`config.mk`:
```
export PLATFORM = sky130hd
export DESIGN_NAME = sign_narrower
export DESIGN_NICKNAME = d
export VERILOG_FILES = /design/src/rtl/sign_narrower.sv
export SDC_FILE = /design/constraint.sdc
export NUM_CORES = 1
export LEC_CHECK = 0
export BUFFER_PORTS_ARGS = -buffer_cell sky130_fd_sc_hd__clkbuf_2
export CAP_MARGIN = 0
export CORE_MARGIN = 2
export CORE_UTILIZATION = 54
export CTS_BUF_LIST = sky130_fd_sc_hd__clkbuf_2 sky130_fd_sc_hd__clkbuf_4 sky130_fd_sc_hd__clkbuf_8
export DETAILED_ROUTE_END_ITERATION = 16
export GPL_TIMING_DRIVEN = 0
export PLACE_DENSITY = 0.81
export SKIP_CTS_REPAIR_TIMING = 1
export SYNTH_ARGS = -nofsm -noshare
export SYNTH_HDL_FRONTEND = slang
export SYNTH_SLANG_ARGS = --single-unit
```
`constraint.sdc`:
```
create_clock -name clk -period 1.85 [get_ports clk]
set_input_delay 0.37 -clock clk [delete_from_list [all_inputs] [get_ports clk]]
set_output_delay 0.37 -clock clk [all_outputs]
set_load 0.05 [all_outputs]
```
`src/rtl/sign_narrower.sv`:
```
// sign_narrower: saturating signed width reducer with 2-entry skid buffer and clamp statistics
module sign_narrower #(
  parameter int IN_W  = 8,
  parameter int OUT_W = 4,
  parameter int CNT_W = 8
) (
  input  logic             clk,
  input  logic             rst,
  input  logic             in_valid,
  output logic             in_ready,
  input  logic [IN_W-1:0]  in_data,
  output logic             out_valid,
  input  logic             out_ready,
  output logic [OUT_W-1:0] out_data,
  output logic             out_sat,
  output logic [CNT_W-1:0] sat_count,
  output logic             sat_sticky,
  input  logic             clr_stats
);
  typedef enum logic [1:0] {EMPTY, ONE, TWO} state_t;
  state_t state, state_n;
  logic [IN_W-OUT_W:0] hi;
  logic [OUT_W-1:0] nar, skid_data;
  logic fits, sat, acc, pop, skid_sat, load_main, load_skid;
  assign hi = in_data[IN_W-1:OUT_W-1];
  assign fits = (&hi) | ~(|hi);
  assign sat = ~fits;
  assign nar = fits ? in_data[OUT_W-1:0] :
               in_data[IN_W-1] ? {1'b1, {(OUT_W-1){1'b0}}} : {1'b0, {(OUT_W-1){1'b1}}};
  assign acc = in_valid & in_ready;
  assign out_valid = state != EMPTY;
  assign pop = out_valid & out_ready;
  assign load_main = ((state == EMPTY) & acc) | ((state == ONE) & acc & pop) | ((state == TWO) & pop);
  assign load_skid = (state == ONE) & acc & ~pop;
  always_comb begin
    state_n = state;
    case (state)
      EMPTY:   state_n = acc ? ONE : EMPTY;
      ONE:     state_n = (acc & ~pop) ? TWO : (~acc & pop) ? EMPTY : ONE;
      TWO:     state_n = pop ? ONE : TWO;
      default: state_n = EMPTY;
    endcase
  end
  always_ff @(posedge clk) begin
    if (rst) begin
      state <= EMPTY;
      in_ready <= 1'b0;
      out_data <= '0;
      out_sat <= 1'b0;
      skid_data <= '0;
      skid_sat <= 1'b0;
    end else begin
      state <= state_n;
      in_ready <= state_n != TWO;
      if (load_main) {out_sat, out_data} <= (state == TWO) ? {skid_sat, skid_data} : {sat, nar};
      if (load_skid) {skid_sat, skid_data} <= {sat, nar};
    end
  end
  always_ff @(posedge clk) begin
    if (rst || clr_stats) begin
      sat_count <= '0;
      sat_sticky <= 1'b0;
    end else if (acc && sat) begin
      sat_count <= (&sat_count) ? sat_count : sat_count + CNT_W'(1);
      sat_sticky <= 1'b1;
    end
  end
endmodule

```
==> summary.md <==
| Metric | Value |
|---|---|
| R2r startpoint | `sat_count[0]` |
| Mapped Cells | `137` |
| Fin util | `69.0%` |
| Hold Path Depth | `2` |
| Leakage | `0.540 nW` |
| Number of DRC markers in iteration 0 | `24` |
| Via count | `1141` |
| DRT Pass-1 Iters | `4` |
| Total die area | `2560 um2` |
| Reg2Reg Depth | `5` |
| IO buf count | `26` |
| Yosys warns | `0` |
| Antenna diode count | `0` |
| Critical path type | `reg2reg` |
| Root Buffer | `clkbuf_4` |
| Drt drc | `0` |
| Post-synthesis mux area share | `3.42%` |
| Final hold vios | `0` |
| CTS HTree Levels | `1` |
| R2R setup slack | `0.1 ns` |
| Power Dens Cells | `679 nW/um2` |
| Clock sinks | `22` |
| GRT overflow | `0` |
| Clk_skew | `0.00299 ns` |
| Wire length per cell | `13.3 um` |
| DR WL met2 | `1340 um` |
| Status | `complete, no violations` |
| Final Worst Setup Slack | `0.0974 ns` |
| # setup viols final | `0` |
| Minimum clock period | `1.75 ns` |
| Initial antenna violation count | `0` |
| Required time of the critical path | `2.10 ns` |
| Synthesized area | `1170 um2` |
| Via density | `5.88` |
| Hold Path End | `out_sat` |
| Worst path arrival time | `2.00 ns` |
| Highest metal used | `met4` |
| Syn avg cell area | `8.56 um2` |
| Synth Area in Simple Gates | `25.4%` |
| Setup TNS | `0 ns` |
| Top Ports | `29` |
| Hold_sp | `rst` |
| Met1 WL | `1120 um` |
| Die W | `50.6 um` |
| Final Max Slew Viols | `0` |
| Post-Syn Nets | `151` |
| Final nets | `182` |
| Synth Area in Adders | `1.07%` |
| Unrepaired setup endpoints after global routing | `false` |
| Post-synthesis register bit count | `22` |
| Routability cong. | `0.830` |
| Seq pwr share | `53.3%` |
| Largest family of logic cells by synthesized area | `compound AO/OA/AOI/OAI gates` |
| TritonCTS Buffers | `3` |
| First-pass GRT wire length | `4260 um` |
| HP Class | `in2reg` |
| Largest net degree at the start of global routing | `13` |
| Commonest non-fill, non-tap cells in the layout | `clkbuf_2 (26), dfxtp_1 (20), a21oi_1 (14), nand2_1 (13), nor2_1 (13)` |
| Most common cell after layout, fill and taps aside | `clkbuf_2` |
| Hpwl dp | `1970 um` |
| Switching share of power | `29.1%` |
| Post-synth EDFFs | `0` |
| VDD IR max | `0.503 mV` |
| Vias in the first global route | `1030` |
| WL final | `2590 um` |
| Main flop type after synthesis | `dfxtp_1` |
| Fmax | `0.571 GHz` |
| Max Root-Sink Buffers | `2` |
| Crit path max fanout | `7` |
| Worst-Margin Slew | `0.439 ns` |
| Compound-Gate Fraction of Synth Area | `27.3%` |
| CTS clock-pin slew for the worst setup and hold paths | `0.12 ns` |
| Max_cap viols | `0` |
| Combinational power share | `18.4%` |
| Die height | `50.6 um` |
| Internal power | `0.666 mW` |
| Period Utilization, post-route | `94.7%` |
| Met3 wire len | `101 um` |
| Rows | `16` |
| # fillers | `176` |
| Ys async rst share | `0%` |
| Initial core utilization | `58.6%` |
| Worst Setup Start Kind | `flop` |
| Worst slew margin | `70.6%` |
| Area Overhead vs Synth | `17.8%` |
| Xor and xnor area share after synthesis | `0%` |
| Total power | `0.939 mW` |
| Gr usage total | `21.4%` |
| Core Footprint | `2000 um2` |
| RR Endpoint | `sat_count[3]` |
| Switching power | `0.273 mW` |
| Setup WS pre-CTS | `0.113 ns` |
| Share of post-route cells with drive strength above 1 | `28.1%` |
| CP Capture Type | `flop` |
| Clk_lat worst skew | `0.30 ns` |
| Clock network fraction of total power | `28.4%` |
| Post-route ant nets | `0` |
| Crit. Startpoint | `sat_count[0]` |
| Seq/Total Area, Yosys | `37.6%` |
| CTS tree | `built` |
| Distinct cells, synth | `39` |
## cells in the mapped netlist (2+ instances only)
cell type	instances	share of area, %
nand2b_1	4	2.1
or2_2	2	1.1
o31ai_1	3	1.9
a311oi_1	5	3.7
dfxtp_1	22	38
nor3_1	2	0.85
a21oi_1	15	6.4
nand3_1	4	1.7
nor2b_1	3	1.6
nor2_1	13	4.2
nand2_1	13	4.2
mux2i_1	4	3.4
buf_6	3	2.9
or4_1	3	1.9
o21ai_0	7	3.0
inv_1	4	1.3
or3_2	2	1.3
a31oi_1	2	1.1
o211ai_1	6	3.8
## critical path, stage by stage, from the launching register on
cell     delay (ns)
dfxtp_2        0.37
ha_1           0.24
and4_4         0.22
a21o_1         0.23
or4_1          0.50
a21oi_2        0.14
## power groups by stage
| stage | sequential [mW] | clock [mW] | combinational (mW) |
|---|---|---|---|
| floorplan | 0.549 | 0 | 0.0866 |
| CTS | 0.500 | 0.274 | 0.172 |
| detailed placement | 0.511 | 0 | 0.171 |
| global route | 0.503 | 0.286 | 0.186 |
| finish | 0.500 | 0.266 | 0.172 |
| global placement | 0.510 | 0 | 0.168 |
## registers in the layout, indices dropped and copies added, names as in the netlist
signal and count:
skid_sat 1, out_sat 1, out_data 4, state 2, sat_count 8, in_ready 1, sat_sticky 1, skid_data 4
## layer usage
layer,track usage (%),vias to the layer above
met1,24.8,531
met3,2.68,6
li1,-,574
met2,39.5,30
met5,0,-
met4,8.56,0
## worst max path at each step
stage	end	depth (start not counted)	slack, ns
floorplan	sat_count[3]	4	0.02
detailed placement	sat_count[3]	5	0.11
global placement	sat_count[7]	5	0.14
global route	sat_count[3]	5	0.02
finish	sat_count[3]	5	0.1
CTS	sat_count[3]	5	0.08
## cell families after synthesis
logic type | after synthesis
buf+inv | 10
flops | 22
compound gates | 45
fa+ha+maj | 1
mux | 4
simple gates | 55
## per-stage QoR
stage | hold slack, ns | cell area [um2] | instances
5_1_grt | 0.319 | 1380 | 194
6_report | 0.304 | 1380 | 194
2_1_floorplan | 0.442 | 1170 | 137
4_1_cts | 0.292 | 1380 | 194
3_3_place_gp | 0.459 | 1340 | 190
3_5_place_dp | 0.468 | 1340 | 190
## layout make-up
cell class	count	area, um2	area share, %
inverters	4	15.0	1.09
multi-input cells	105	677	49.0
flip-flops and latches	22	443	32.1
clock buffers	4	36.3	2.63
plain buffers	6	46.3	3.35
repair buffers	26	130	9.42
well taps	27	33.8	2.45
Note: power is estimated with default switching activity, not from simulation.
